--- config.mk ---
export PLATFORM = sky130hd
export DESIGN_NAME = pcm_interp
export DESIGN_NICKNAME = d
export VERILOG_FILES = /design/src/rtl/pcm_interp.sv
export SDC_FILE = /design/constraint.sdc
export NUM_CORES = 1
export LEC_CHECK = 0
export CORE_AREA = 2 2 124 126
export CTS_CLUSTER_DIAMETER = 150
export DETAILED_ROUTE_END_ITERATION = 12
export DIE_AREA = 0 0 126 128
export HOLD_SLACK_MARGIN = 0.06
export PLACE_DENSITY = 0.84
export REMOVE_ABC_BUFFERS = 1
export SLEW_MARGIN = 20
export SYNTH_ARGS = -nofsm -noshare
export SYNTH_HDL_FRONTEND = slang
export SYNTH_SLANG_ARGS = --single-unit
--- constraint.sdc ---
create_clock -name clk -period 16.49 [get_ports clk]
set_input_delay 4.947 -clock clk [delete_from_list [all_inputs] [get_ports clk]]
set_output_delay 4.947 -clock clk [all_outputs]
set_load 0.05 [all_outputs]
--- src/rtl/pcm_interp.sv ---
// PCM linear interpolator: buffers audio-rate samples in a small FIFO and emits
// one linearly interpolated sample per clk between consecutive input samples.
module pcm_interp #(
    parameter int WIDTH    = 16,
    parameter int OSR_LOG2 = 6,
    parameter int FIFO_AW  = 2
) (
    input  logic               clk,
    input  logic               rst_n,
    input  logic               in_valid,
    output logic               in_ready,
    input  logic [WIDTH-1:0]   in_pcm,
    output logic [WIDTH-1:0]   pcm,
    output logic               underrun,
    output logic [FIFO_AW:0]   fifo_level
);

    localparam int DEPTH = 1 << FIFO_AW;
    localparam int PW    = WIDTH + 1 + OSR_LOG2;
    localparam logic [FIFO_AW:0]    FULL_LEVEL = (FIFO_AW+1)'(DEPTH);
    localparam logic [OSR_LOG2-1:0] LAST_PHASE = {OSR_LOG2{1'b1}};

    typedef enum logic [0:0] {
        ST_IDLE = 1'b0,
        ST_RUN  = 1'b1
    } state_t;

    logic [WIDTH-1:0]          mem_r [DEPTH];
    logic [FIFO_AW-1:0]        wr_ptr_r;
    logic [FIFO_AW-1:0]        rd_ptr_r;
    logic [FIFO_AW:0]          level_r;

    state_t                    state_r;
    logic [OSR_LOG2-1:0]       phase_r;
    logic signed [WIDTH-1:0]   prev_r;
    logic signed [WIDTH-1:0]   next_r;
    logic signed [WIDTH-1:0]   pcm_r;
    logic                      underrun_r;

    logic                      full_s;
    logic                      empty_s;
    logic                      push_s;
    logic                      pop_s;
    logic                      boundary_s;
    logic signed [WIDTH-1:0]   pop_data_s;
    logic signed [WIDTH:0]     diff_s;
    logic signed [PW-1:0]      diff_ext_s;
    logic signed [PW-1:0]      phase_ext_s;
    logic signed [PW-1:0]      prod_s;
    logic signed [PW-1:0]      step_s;
    logic signed [PW-1:0]      interp_s;
    logic                      unused_s;

    assign full_s     = (level_r == FULL_LEVEL);
    assign empty_s    = (level_r == {(FIFO_AW+1){1'b0}});
    assign push_s     = in_valid & ~full_s;
    assign boundary_s = (phase_r == LAST_PHASE);
    assign pop_data_s = mem_r[rd_ptr_r];

    // Widened datapath: a full-scale step still fits in diff and in the product.
    assign diff_s      = {next_r[WIDTH-1], next_r} - {prev_r[WIDTH-1], prev_r};
    assign diff_ext_s  = {{OSR_LOG2{diff_s[WIDTH]}}, diff_s};
    assign phase_ext_s = {{(WIDTH+1){1'b0}}, phase_r};
    assign prod_s      = diff_ext_s * phase_ext_s;
    assign step_s      = prod_s >>> OSR_LOG2;
    assign interp_s    = {{(PW-WIDTH){prev_r[WIDTH-1]}}, prev_r} + step_s;
    assign unused_s    = ^interp_s[PW-1:WIDTH];

    assign in_ready   = ~full_s;
    assign pcm        = pcm_r;
    assign underrun   = underrun_r;
    assign fifo_level = level_r;

    // Pop request: first sample out of IDLE, then once per segment boundary.
    always_comb begin
        pop_s = 1'b0;
        case (state_r)
            ST_IDLE: pop_s = ~empty_s;
            ST_RUN:  pop_s = boundary_s & ~empty_s;
            default: pop_s = 1'b0;
        endcase
    end

    // FIFO storage; contents are don't-care once the pointers are reset.
    always_ff @(posedge clk) begin
        if (push_s) begin
            mem_r[wr_ptr_r] <= in_pcm;
        end
    end

    // FIFO pointers and occupancy.
    always_ff @(posedge clk or negedge rst_n) begin
        if (!rst_n) begin
            wr_ptr_r <= {FIFO_AW{1'b0}};
            rd_ptr_r <= {FIFO_AW{1'b0}};
            level_r  <= {(FIFO_AW+1){1'b0}};
        end else begin
            if (push_s) begin
                wr_ptr_r <= wr_ptr_r + FIFO_AW'(1);
            end
            if (pop_s) begin
                rd_ptr_r <= rd_ptr_r + FIFO_AW'(1);
            end
            case ({push_s, pop_s})
                2'b10:   level_r <= level_r + (FIFO_AW+1)'(1);
                2'b01:   level_r <= level_r - (FIFO_AW+1)'(1);
                default: level_r <= level_r;
            endcase
        end
    end

    // Segment sequencer and registered interpolated output.
    always_ff @(posedge clk or negedge rst_n) begin
        if (!rst_n) begin
            state_r    <= ST_IDLE;
            phase_r    <= {OSR_LOG2{1'b0}};
            prev_r     <= {WIDTH{1'b0}};
            next_r     <= {WIDTH{1'b0}};
            pcm_r      <= {WIDTH{1'b0}};
            underrun_r <= 1'b0;
        end else begin
            case (state_r)
                ST_IDLE: begin
                    pcm_r      <= {WIDTH{1'b0}};
                    underrun_r <= 1'b0;
                    if (!empty_s) begin
                        next_r  <= pop_data_s;
                        prev_r  <= {WIDTH{1'b0}};
                        phase_r <= {OSR_LOG2{1'b0}};
                        state_r <= ST_RUN;
                    end
                end
                ST_RUN: begin
                    phase_r <= phase_r + OSR_LOG2'(1);
                    pcm_r   <= interp_s[WIDTH-1:0];
                    if (boundary_s) begin
                        // An empty FIFO leaves next alone, so the output goes flat.
                        prev_r     <= next_r;
                        underrun_r <= empty_s;
                        if (!empty_s) begin
                            next_r <= pop_data_s;
                        end
                    end else begin
                        underrun_r <= 1'b0;
                    end
                end
                default: begin
                    state_r    <= ST_IDLE;
                    phase_r    <= {OSR_LOG2{1'b0}};
                    prev_r     <= {WIDTH{1'b0}};
                    next_r     <= {WIDTH{1'b0}};
                    pcm_r      <= {WIDTH{1'b0}};
                    underrun_r <= 1'b0;
                end
            endcase
        end
    end

endmodule
# ---- After elaboration in Yosys (flattened, before gate mapping)
# Memory sizes are Yosys's and may differ from the RTL's.
# Index checks and enable logic that the tools add are counted.
dict set report classes {
  reduce_logical 3
  muxes 17
  n_eq_ne 6
  n_addsub 7
  bitwise 5
  multipliers 1
}
# cell count
set op_table {}
lappend op_table {{16-bit case mux with 2 select lines} 3}
lappend op_table {{16-bit two-way mux} 4}
lappend op_table {{17-bit by 7-bit multiplier with 22-bit output} 1}
lappend op_table {{16-bit by 16-bit subtractor with 17-bit output} 1}
lappend op_table {{16-bit adder} 1}
lappend op_table {{6-bit case mux with 2 select lines} 1}
lappend op_table {{6-bit by 1-bit adder with 6-bit output (second input constant)} 1}
lappend op_table {{6-bit equality test (second input constant)} 1}
lappend op_table {{6-bit two-way mux} 1}
lappend op_table {{3-bit case mux with 2 select lines} 1}
lappend op_table {{1-bit two-way mux} 5}
lappend op_table {{2-bit by 1-bit adder with 2-bit output (second input constant)} 2}
lappend op_table {{1-bit case mux with 2 select lines} 2}
lappend op_table {{3-bit by 1-bit adder with 3-bit output (second input constant)} 1}
lappend op_table {{3-bit equality test (second input constant)} 1}
lappend op_table {{3-bit logical NOT} 1}
lappend op_table {{1-bit inverter} 3}
lappend op_table {{3-bit by 1-bit subtractor with 3-bit output (second input constant)} 1}
lappend op_table {{1-bit bitwise AND} 2}
lappend op_table {{2-bit by 1-bit equality test with 1-bit output (second input constant)} 1}
lappend op_table {{2-bit equality test (second input constant)} 1}
lappend op_table {{2-bit by 1-bit != test with 1-bit output (second input constant)} 1}
lappend op_table {{2-bit != test (second input constant)} 1}
lappend op_table {{2-bit AND reduction} 1}
lappend op_table {{2-bit nonzero test} 1}
dict set report word_totals {
  reg_bits 63
  ramBits 64
  inputBits 19
  mem_count 1
}
# memory depth width read_ports rd_ports_with_merged_regs wr line_no
set mem_list {}
lappend mem_list {mem_r 4 16 1 0 1 28} ;# logic [WIDTH-1:0] mem_r [DEPTH];

# ---- Longest topological paths before layout
# Gate-level depths: netlist (run 1).
dict set report logic_depth {
  word_depth 6
  depth_mapped 35
  ltp_nobuf 35
}

# ---- Least setup slack after synthesis (run 1)
# OpenSTA, ideal clock, no wires.
dict set report synth_path {
  path_kind {register to register}
  startpoint {register prev_r[1]}
  endpoint {register pcm_r[15], in the netlist pcm[15]}
  required_time_ps 16371
  slack_ps 9014
  period_less_slack_ps 7476
  stages_incl_launch_ff 34
  t_arrival_ps 7357
  setup_time_ps 119
  path_cell_list {dfrtp_1 inv_1 ha_1 nor2b_1 o21ai_1 a21boi_1 o211ai_1 a21boi_1 o21a_1 o311ai_1 and2_1 fa_1 fa_1 fa_1 inv_1 fa_1 inv_1 ha_1 and3_1 o2111a_1 o21ai_2 nand2_1 a21o_2 xor2_1 ha_1 a21oi_1 nand2_1 a221oi_1 o21ai_1 o21ai_1 nand2b_1 a21oi_2 xnor3_1 and2_1}
}
dict set report synth_via {
  elab_chain_cells 4
}
# element line_no
set synth_rtl {}
lappend synth_rtl {{start: declaration} 35} ;# logic signed [WIDTH-1:0] prev_r;
lappend synth_rtl {{start signal: assignment} 117} ;# prev_r <= {WIDTH{1'b0}};
lappend synth_rtl {{start signal: assignment} 128} ;# prev_r <= {WIDTH{1'b0}};
lappend synth_rtl {{start signal: assignment} 138} ;# prev_r <= next_r;
lappend synth_rtl {{16-bit by 16-bit subtractor with 17-bit output} 61} ;# assign diff_s = {next_r[WIDTH-1], next_r} - {prev_r[WIDTH-1], prev_r};
lappend synth_rtl {{17-bit by 7-bit multiplier with 22-bit output} 64} ;# assign prod_s = diff_ext_s * phase_ext_s;
lappend synth_rtl {{16-bit adder *} 66} ;# assign interp_s = {{(PW-WIDTH){prev_r[WIDTH-1]}}, prev_r} + step_s;
lappend synth_rtl {{16-bit case mux with 2 select lines *} 122} ;# case (state_r)
lappend synth_rtl {{end signal: assignment} 119} ;# pcm_r <= {WIDTH{1'b0}};
lappend synth_rtl {{end signal: assignment} 124} ;# pcm_r <= {WIDTH{1'b0}};
lappend synth_rtl {{end signal: assignment} 135} ;# pcm_r <= interp_s[WIDTH-1:0];
lappend synth_rtl {{end: declaration} 37} ;# logic signed [WIDTH-1:0] pcm_r;
# Every way passes the cells marked *; elsewhere a longest branch is shown, timed or not.
# A chain may end at the register's enable or synchronous reset.

# ---- Worst setup path in the final report (run 1)
dict set report layout_path {
  startpoint {register prev_r[0]}
  endpoint {register pcm_r[15], in the netlist pcm[15]}
}
# The elaborated chain is that of the path after synthesis.

==> flow_summary.yaml, run 1 <==
sta:
  slew_headroom_pct: 39.98
  finalSetupTns_ns: 0
  rsz0062_at_grt: "false"
  hold_violations: 0
  worst_pin_slew_ns: 0.8976
  drv_slew: 0
  timing.hold.ws_ns: 0.5202
  min_period_ns: 8.356
  fin_crit_sh_pct: 50.67
  fin_ws_ns: 8.134
  finalSetupViolCount: 0
  fmax_mhz: 119.7
  finClkSkew_ns: 0.006932
power_and_ir_drop:
  p_int_mw: 0.6762
  vdd_drop_max_mv: 0.1358
  switching_share_pct: 24.25
  combPwrFrac_pct: 11.0
  switchingPower_mw: 0.2164
  p_per_area_nw_per_um2: 83.60
  leakage_nw: 4.824
  clockPowerShare_pct: 44.9
  power_mw: 0.8926
  seqPwrFrac_pct: 44.1
global_route:
  grt.overflow.total: 0
  grt_pass1_wl_um: 32620
  grt_max_degree: 64
  grt_util_all_layers_pct: 25.87
  grt_pass1_vias: 6657
  antenna_found_initial: 0
floorplanning:
  die_h_um: 128
  start_util_pct: 63.85
  dieArea_um2: 16130
  core_area_um2: 14860
  io_pins: 40
  rows: 45
  die_w_um: 126
logic_synthesis:
  synth_cell_type_count: 60
  synth-simple-area-share_pct: 14.87
  ys_seq_area_share_pct: 36.86
  synth_fa_ha_area_share_pct: 24.63
  ys_warn_count: 0
  synth_edf_count: 64
  ys_ff_latch: 127
  synth_compound_area_share_pct: 7.106
  syn_area_um2: 9490
  synth_xor_area_share_pct: 4.390
  synthMuxAreaShare_pct: 6.460
  synth_ff_type: "edfxtp_1"
  netlist_instances: 876
  synth_top_family_by_area: "adder cells"
  avgSynthCellArea_um2: 10.83
  async_flop_share_pct: 49.61
clock_tree:
  ctsHtreeMaxLevel: 4
  insertion_delay_ns: 0.41
  postCtsSetupRepairBufs: 0
  cts_inserted_buffers: 17
  postCtsHoldBufs: 0
  clkTransAtPathRegs_ns: 0.06
  clkSinkCount: 127
  cts_resized: 0
  cts_root_buffer: "clkbuf_16"
  clockBufferDepth: 2
  cts_tree: "built"
detailed_routing:
  via_count: 6367
  ant_nets: 0
  viasPerCell: 5.736
  drc: 0
  first_pass_iters: 7
  routedWlPerCell_um: 17.59
  drt-initial-drc-count: 467
  wl_um: 19530
worst_setup_path:
  cpMaxStageDelayCell: "fa_1"
  critical_path_required_ns: 16.79
  critPathMaxStageDelay_ns: 0.56
  setup.worst_path.end_class: "flip-flop"
  arrival_ns: 8.65
  cp_top_family: "adder cells"
  path_class: "reg2reg"
  cp-start-kind: "flip-flop"
  cpMostUsedCell: "fa_1"
  critPathMaxFanout: 6
  crit_buf_inv: 2
finish:
  stdcell_area_um2: 10680
  diodes: 0
  drive_above_1_share_pct: 8.568
  area_growth_syn_to_layout_pct: 12.50
  final_core_util_pct: 71.83
  fin_cells: 1110
  final_nets: 1074
  nFillCells: 1050
run_status:
  status: "finished, final reports clean"
place:
  hpwl_um: 14120
  gp_congestion: 0.8467
  pre_cts_slack_ns: 8.280
  placed_cells: 1078
  numPortBuffers: 39
  place_area_um2: 10020
flow_run:
  maxCapViolations: 0
hold_path:
  min_path_type: "reg2reg"
[layout make-up]
type	instances	area, µm²	share of cell area [%]
clock buffers	22	508.0	4.758
well taps	188	235.2	2.203
multi-input cells	606	5453	51.07
inverters	116	435.4	4.078
flip-flops and latches	127	3500	32.78
clock inverters	10	145.1	1.359
repair buffers	41	400.4	3.750
[path summary, 6_finish.rpt]
path | end | start | slack [ns] | depth (start not counted)
hold reg to reg | underrun | fifo_level[1] | 0.52 | 1
setup / recovery | pcm[15] | prev_r[0] | 8.13 | 33
max in group asynchronous | rd_ptr_r[0] | rst_n | 11.24 | 2
min in group asynchronous | pcm[14] | rst_n | 4.69 | 2
hold / removal | underrun | fifo_level[1] | 0.52 | 1
setup reg to reg | pcm[15] | prev_r[0] | 8.13 | 33
[worst register-to-register path, delay by kind of cell, from the launching register on]
kind / cells / cell delay [ns]
flip-flops: 1 / 0.40
buffers and inverters: 2 / 0.12
AO/OA/AOI/OAI: 13 / 2.36
AND/OR/NAND/NOR: 7 / 0.98
adder cells (fa/ha/maj): 8 / 3.38
XOR/XNOR: 3 / 1.00
[cells by family (layout without fill, tap and decap cells)]
| kind of cell | Yosys count | count (layout) |
|---|---|---|
| simple gates | 274 | 274 |
| fa+ha+maj | 146 | 146 |
| buf+inv | 143 | 189 |
| flops | 127 | 127 |
| compound gates | 101 | 101 |
| xor+xnor | 46 | 46 |
| mux | 39 | 39 |
[synthesized netlist by cell type, drive strengths merged, types with 8 or more instances]
cell type	n	area, µm²
inv	115	431.7
ha	78	975.9
and2	70	437.9
fa	68	1361
nand2	67	251.5
edfxtp	64	1922
dfrtp	63	1577
nor2	39	148.9
a21oi	28	147.6
nand3	28	140.1
xnor2	27	236.5
o21ai	26	137.6
clkbuf	24	90.09
mux2	18	202.7
xor2	18	157.7
mux4	16	360.4
nor3	16	80.08
nand2b	14	87.58
nor2b	13	81.33
a21o	11	83.83
and3	8	50.05
o21a	8	60.06
[routing by layer]
| metal | vias up | routed length, µm | global-route usage (%) | share of wire [%] |
|---|---|---|---|---|
| met5 | - | 0 | 0 | 0 |
| li1 | 3022 | - | - | - |
| met4 | 0 | 380 | 8.145 | 1.9 |
| met1 | 3132 | 8432 | 33.50 | 43 |
| met2 | 180 | 10020 | 45.45 | 51 |
| met3 | 33 | 696 | 3.840 | 3.6 |
[state kept, by name, indices dropped and copies added (netlist names), 2 cells and up]
signal and flops:
fifo_level 3, mem_r 64, next_r 16, pcm 16
phase_r 6, prev_r 16, rd_ptr_r 2, wr_ptr_r 2
[power by group through the flow]
| stage | Sequential, mW | Combinational, mW | Clock, mW |
|---|---|---|---|
| 2_1_floorplan | 0.404 | 0.0466 | 0 |
| 3_3_place_gp | 0.393 | 0.0889 | 0 |
| 3_5_place_dp | 0.397 | 0.0936 | 0 |
| 5_1_grt | 0.395 | 0.104 | 0.420 |
| 4_1_cts | 0.394 | 0.0989 | 0.403 |
| 6_report | 0.394 | 0.0979 | 0.401 |
[cells in the final DEF, fill, tap and decap left out, drive strengths merged, types with 3 or more instances in the layout]
cell type      synthesis  final
mux2                  18     18
dfrtp                 63     63
a21o                  11     11
o21bai                 3      3
fa                    68     68
o21ai                 26     26
edfxtp                64     64
nor3                  16     16
and3                   8      8
nand2                 67     67
inv                  115    118
buf                    3      3
and2                  70     70
nand3                 28     28
bufinv                 0      3
a41oi                  3      3
xnor2                 27     27
clkbuf                24     22
mux2i                  5      5
ha                    78     78
o21a                   8      8
nand4                  4      4
nor2b                 13     13
a211oi                 4      4
nand2b                14     14
xor2                  18     18
or3                    5      5
nor2                  39     39
mux4                  16     16
a21oi                 28     28
clkdlybuf4s50          0     38
clkinv                 1      4
Note: power is estimated with default switching activity, not from simulation.
==> run 2: changes to the inputs <==
Settings changed: CORE_AREA 2 2 124 126 to 2 2 127 129, DIE_AREA 0 0 126 128 to 0 0 129 131, PLACE_DENSITY 0.84 to 0.8.
Clock period 16.49 ns to 8.6 ns, I/O delays scaled along.
==> run 2 against run 1 <==
Sequential power increased by 91%. Wire length decreased by 2.5%. Clock power increased by 87%. Non-clock buffer count increased by 2. Register-to-register slack got worse by 7.6 ns. Combinational power increased by 90%. First-iteration DRC count decreased by 20%. Critical endpoint unchanged.
==> flow_summary.yaml, run 2 (same netlist as run 1, synthesis figures left out) <==
sta:
  finalSetupViolCount: 0
  finClkSkew_ns: 0.008455
  hold_violations: 0
  slew_headroom_pct: 33.75
  fmax_mhz: 123.9
  worst_pin_slew_ns: 0.9901
  drv_slew: 0
  timing.hold.ws_ns: 0.5202
  rsz0062_at_grt: "false"
  min_period_ns: 8.073
  finalSetupTns_ns: 0
  fin_crit_sh_pct: 93.87
hold_path:
  hold_path_depth: 2
  min-delay-start: "next_r[8]"
  min_to: "prev_r[8]"
  min_path_type: "reg2reg"
detailed_routing:
  viasPerCell: 5.551
  first_pass_iters: 5
  drc: 0
  routedWlPerCell_um: 16.70
  drt-initial-drc-count: 374
  via_count: 6328
  wl_um: 19040
  ant_nets: 0
finish:
  final_nets: 1076
  largest-register: "mem_r"
  area_growth_syn_to_layout_pct: 13.24
  drive_above_1_share_pct: 9.307
  stdcell_area_um2: 10750
  final_common_cell: "inv_1"
  nFillCells: 1142
  mostFrequentLayoutCells: "inv_1, ha_1, and2_1"
  diodes: 0
  largest_register_ffs: 64
flow_run:
  maxCapViolations: 0
worst_setup_path:
  critPathMaxStageDelay_ns: 0.56
  critPathMaxFanout: 6
  ff2ff_path_depth: 33
  rr_endpoint: "pcm[15]"
  crit-reg2reg-launch: "prev_r[0]"
  path_class: "reg2reg"
  arrival_ns: 8.37
  cpMaxStageDelayCell: "fa_1"
  cp-start-kind: "flip-flop"
  setup.worst_path.end_class: "flip-flop"
  critical_path_required_ns: 8.90
  cpMostUsedCell: "fa_1"
  r2r_slack_ns: 0.53
power_and_ir_drop:
  power_mw: 1.689
  p_per_area_nw_per_um2: 157.1
  vdd_drop_max_mv: 0.2171
  leakage_nw: 4.848
floorplanning:
  dieArea_um2: 16900
  die_h_um: 131
  core_area_um2: 15600
  start_util_pct: 60.85
  rows: 46
  die_w_um: 129
  io_pins: 40
clock_tree:
  clkSinkCount: 127
  ctsHtreeMaxLevel: 4
  insertion_delay_ns: 0.41
  cts_inserted_buffers: 17
  cts_root_buffer: "clkbuf_16"
  clkTransAtPathRegs_ns: 0.06
  cts_tree: "built"
  clockBufferDepth: 2
global_route:
  grt_max_degree: 64
  grt.overflow.total: 0
  grt_pass1_wl_um: 32250
  grt_util_all_layers_pct: 24.72
  grt_pass1_vias: 6701
  antenna_found_initial: 0
place:
  hpwl_um: 13690
  place_area_um2: 10060
  numPortBuffers: 39
  gp_congestion: 0.8481
run_status:
  status: "finished, final reports clean"
run 2: worst max path at each step:
stage / from / end / cells after the start
after floorplan: prev_r[1] / pcm[15] / 33
after global placement: prev_r[1] / pcm[15] / 33
after detailed placement: prev_r[1] / pcm[15] / 33
after CTS: prev_r[1] / pcm[15] / 33
after global routing: prev_r[0] / pcm[15] / 33
final: prev_r[0] / pcm[15] / 33
run 2: cell type report:
type | count | area, µm² | share of cell area (%)
multi-input cells | 606 | 5480 | 51.00
inverters | 116 | 435.4 | 4.052
well taps | 216 | 270.3 | 2.515
clock buffers | 22 | 528.0 | 4.913
flip-flops and latches | 127 | 3500 | 32.56
clock inverters | 10 | 117.6 | 1.094
repair buffers | 43 | 415.4 | 3.865
run 2: metrics by stage:
step	setup WS, ns	utilization, %	cells
after global placement	0.5483	64.53	1107
after floorplan	1.124	-	849
after global routing	0.06345	68.90	1140
final	0.5269	68.90	1140
after detailed placement	0.3916	64.53	1107
after CTS	0.2683	68.67	1139
run 2: where the power goes:
| group | internal (mW) | switching (mW) |
|---|---|---|
| registers | 0.721 | 0.0315 |
| logic | 0.0656 | 0.120 |
| clock network | 0.496 | 0.255 |
| total | 1.28 | 0.406 |
run 2: repair_timing:
item / in CTS / in global routing
buffers inserted: 0 / 1
gates resized for setup: 0 / 4
endpoints found under the setup margin: 0 / 1
hold buffers: 0 / 0
run 2: per-layer routing:
layer / vias to the layer above / global-route usage [%] / routed length (µm)
li1: 3023 / - / -
met1: 3138 / 32.36 / 8384
met2: 138 / 43.73 / 9764
met3: 29 / 3.339 / 580
met4: 0 / 6.905 / 311
met5: - / 0 / 0
run 2: critical path: cells and delay by family (launching register included):
family | cells | cell delay (ns)
adder cells (fa/ha/maj) | 8 | 3.36
AO/OA/AOI/OAI | 13 | 2.16
AND/OR/NAND/NOR | 7 | 0.99
XOR/XNOR | 3 | 0.96
flip-flops | 1 | 0.40
buffers and inverters | 2 | 0.11
==> run 3: changes to the inputs <==
Settings changed: ABC_AREA set to 1, CORE_AREA 2 2 127 129 to 2 2 128 130, DIE_AREA 0 0 129 131 to 0 0 130 132, SKIP_CTS_REPAIR_TIMING set to 1.
==> run 3 against run 2 <==
Setup slack improved by 0.75 ns. Global-route usage rose by 1.7 points. First-iteration DRC count did not move. Wire length rose by 11%. Sequential power fell by 1%. Count of clock-buffer cells in the layout fell by 5.
==> flow_summary.yaml, run 3 <==
finish:
  largest-register: "mem_r"
  final_nets: 1289
  final_core_util_pct: 69.29
  area_growth_syn_to_layout_pct: 12.71
  drive_above_1_share_pct: 6.772
  final_common_cell: "inv_1"
  largest_register_ffs: 64
  diodes: 0
  mostFrequentLayoutCells: "inv_1, nand2_1, nor2_1"
floorplanning:
  dieArea_um2: 17160
  start_util_pct: 61.47
  core_area_um2: 15710
  die_w_um: 130
  io_pins: 40
  die_h_um: 132
  rows: 46
logic_synthesis:
  synth_commonest_cells: "inv_1, nand2_1, nor2_1, ha_1, fa_1"
  ys_warn_count: 0
  synth_edf_count: 64
  synth_cell_type_count: 46
  synth_ff_type: "edfxtp_1"
  syn_area_um2: 9659
  synth_area_leaders: "edfxtp_1, dfrtp_1, fa_1"
  ys_ff_latch: 127
  netlist_instances: 1083
  ys_seq_area_share_pct: 36.22
  synthMostInstantiatedCell: "inv_1"
  async_flop_share_pct: 49.61
  synth_top_area_share_pct: 19.90
  yosys.area.top_type: "edfxtp_1"
  avgSynthCellArea_um2: 8.919
worst_setup_path:
  arrival_ns: 7.63
  path_class: "reg2reg"
  setup.worst_path.end_class: "flip-flop"
  cpMaxStageDelayCell: "fa_1"
  critPathMaxFanout: 6
  cp-start-kind: "flip-flop"
  cp_top_family: "adder cells"
  critical_path_required_ns: 8.91
  crit_buf_inv: 5
  cpMostUsedCell: "nand2_1"
  critPathMaxStageDelay_ns: 0.55
sta:
  fin_crit_sh_pct: 85.10
  drv_slew: 0
  finClkSkew_ns: 0.008211
  worst_pin_slew_ns: 0.9897
  rsz0062_at_grt: "false"
  hold_violations: 0
  min_period_ns: 7.319
  finalSetupViolCount: 0
  finalSetupTns_ns: 0
  fmax_mhz: 136.6
  slew_headroom_pct: 33.95
global_route:
  antenna_found_initial: 0
  grt_max_degree: 64
  grt_pass1_wl_um: 35510
  grt.overflow.total: 0
  grt_pass1_vias: 7470
  grt_util_all_layers_pct: 26.38
detailed_routing:
  routedWlPerCell_um: 15.57
  first_pass_iters: 5
  drc: 0
  wl_um: 21070
  viasPerCell: 5.389
  ant_nets: 0
  drt-initial-drc-count: 374
  via_count: 7291
clock_tree:
  cts_inserted_buffers: 17
  cts_root_buffer: "clkbuf_16"
  insertion_delay_ns: 0.42
  clkTransAtPathRegs_ns: 0.06
  clkSinkCount: 127
  cts_tree: "built"
  ctsHtreeMaxLevel: 4
  clockBufferDepth: 2
power_and_ir_drop:
  leakage_nw: 5.152
  power_mw: 1.679
  vdd_drop_max_mv: 0.2020
  p_per_area_nw_per_um2: 154.3
place:
  numPortBuffers: 39
  gp_congestion: 0.9632
  hpwl_um: 15710
run_status:
  status: "finished, final reports clean"
hold_path:
  min_path_type: "reg2reg"
flow_run:
  maxCapViolations: 0
## run 3: kinds of logic after synthesis
group	share of synthesized area [%]
simple gates	15.26
buf+inv	8.860
compound gates	11.15
fa+ha+maj	24.20
flops	36.22
xor+xnor	4.313
## run 3: layer usage
metal	share of wire (%)	routed length, µm	GRT usage, %	vias up
li1	-	-	-	3562
met1	43	9120	34.98	3498
met2	50	10460	44.18	197
met3	4.9	1028	3.653	34
met4	2.2	453	9.737	0
met5	0	0	0	-
## run 3: cell type report
cell class                 count  area, µm²
inverter                     203      762.0
clock inverter                15      197.7
clock buffer                  17      425.4
fill                        1238       4826
timing repair buffer          44      422.9
sequential                   127       3498
tap                          216      270.3
multi-input combinational    731       5310
## run 3: stage by stage
| stage | area, µm² | hold WS [ns] | cells | setup slack, ns |
|---|---|---|---|---|
| 6_report | 10890 | 0.5465 | 1353 | 1.281 |
| 5_1_grt | 10890 | 0.5535 | 1353 | 0.7189 |
| 4_1_cts | 10890 | 0.5459 | 1353 | 1.301 |
| 3_5_place_dp | 10260 | 0.5294 | 1321 | 1.356 |
| 3_3_place_gp | 10260 | 0.5146 | 1321 | 1.292 |
| 2_1_floorplan | 9565 | 0.4870 | 1061 | 2.288 |
## run 3: power breakdown
group | internal [mW] | switching [mW] | total (mW)
Sequential | 0.719 | 0.0238 | 0.743
Combinational | 0.0552 | 0.126 | 0.181
Clock | 0.465 | 0.291 | 0.756
Total | 1.24 | 0.440 | 1.68
## run 3: final timing paths
check	to	slack (ns)	startpoint	cells after the start
max	pcm[15]	1.28	prev_r[0]	35
min	fifo_level[0]	0.55	fifo_level[0]	1
max reg2reg	pcm[15]	1.28	prev_r[0]	35
min reg2reg	fifo_level[0]	0.55	fifo_level[0]	1
max in group asynchronous	rd_ptr_r[0]	5.72	rst_n	2
min in group asynchronous	wr_ptr_r[0]	2.32	rst_n	2
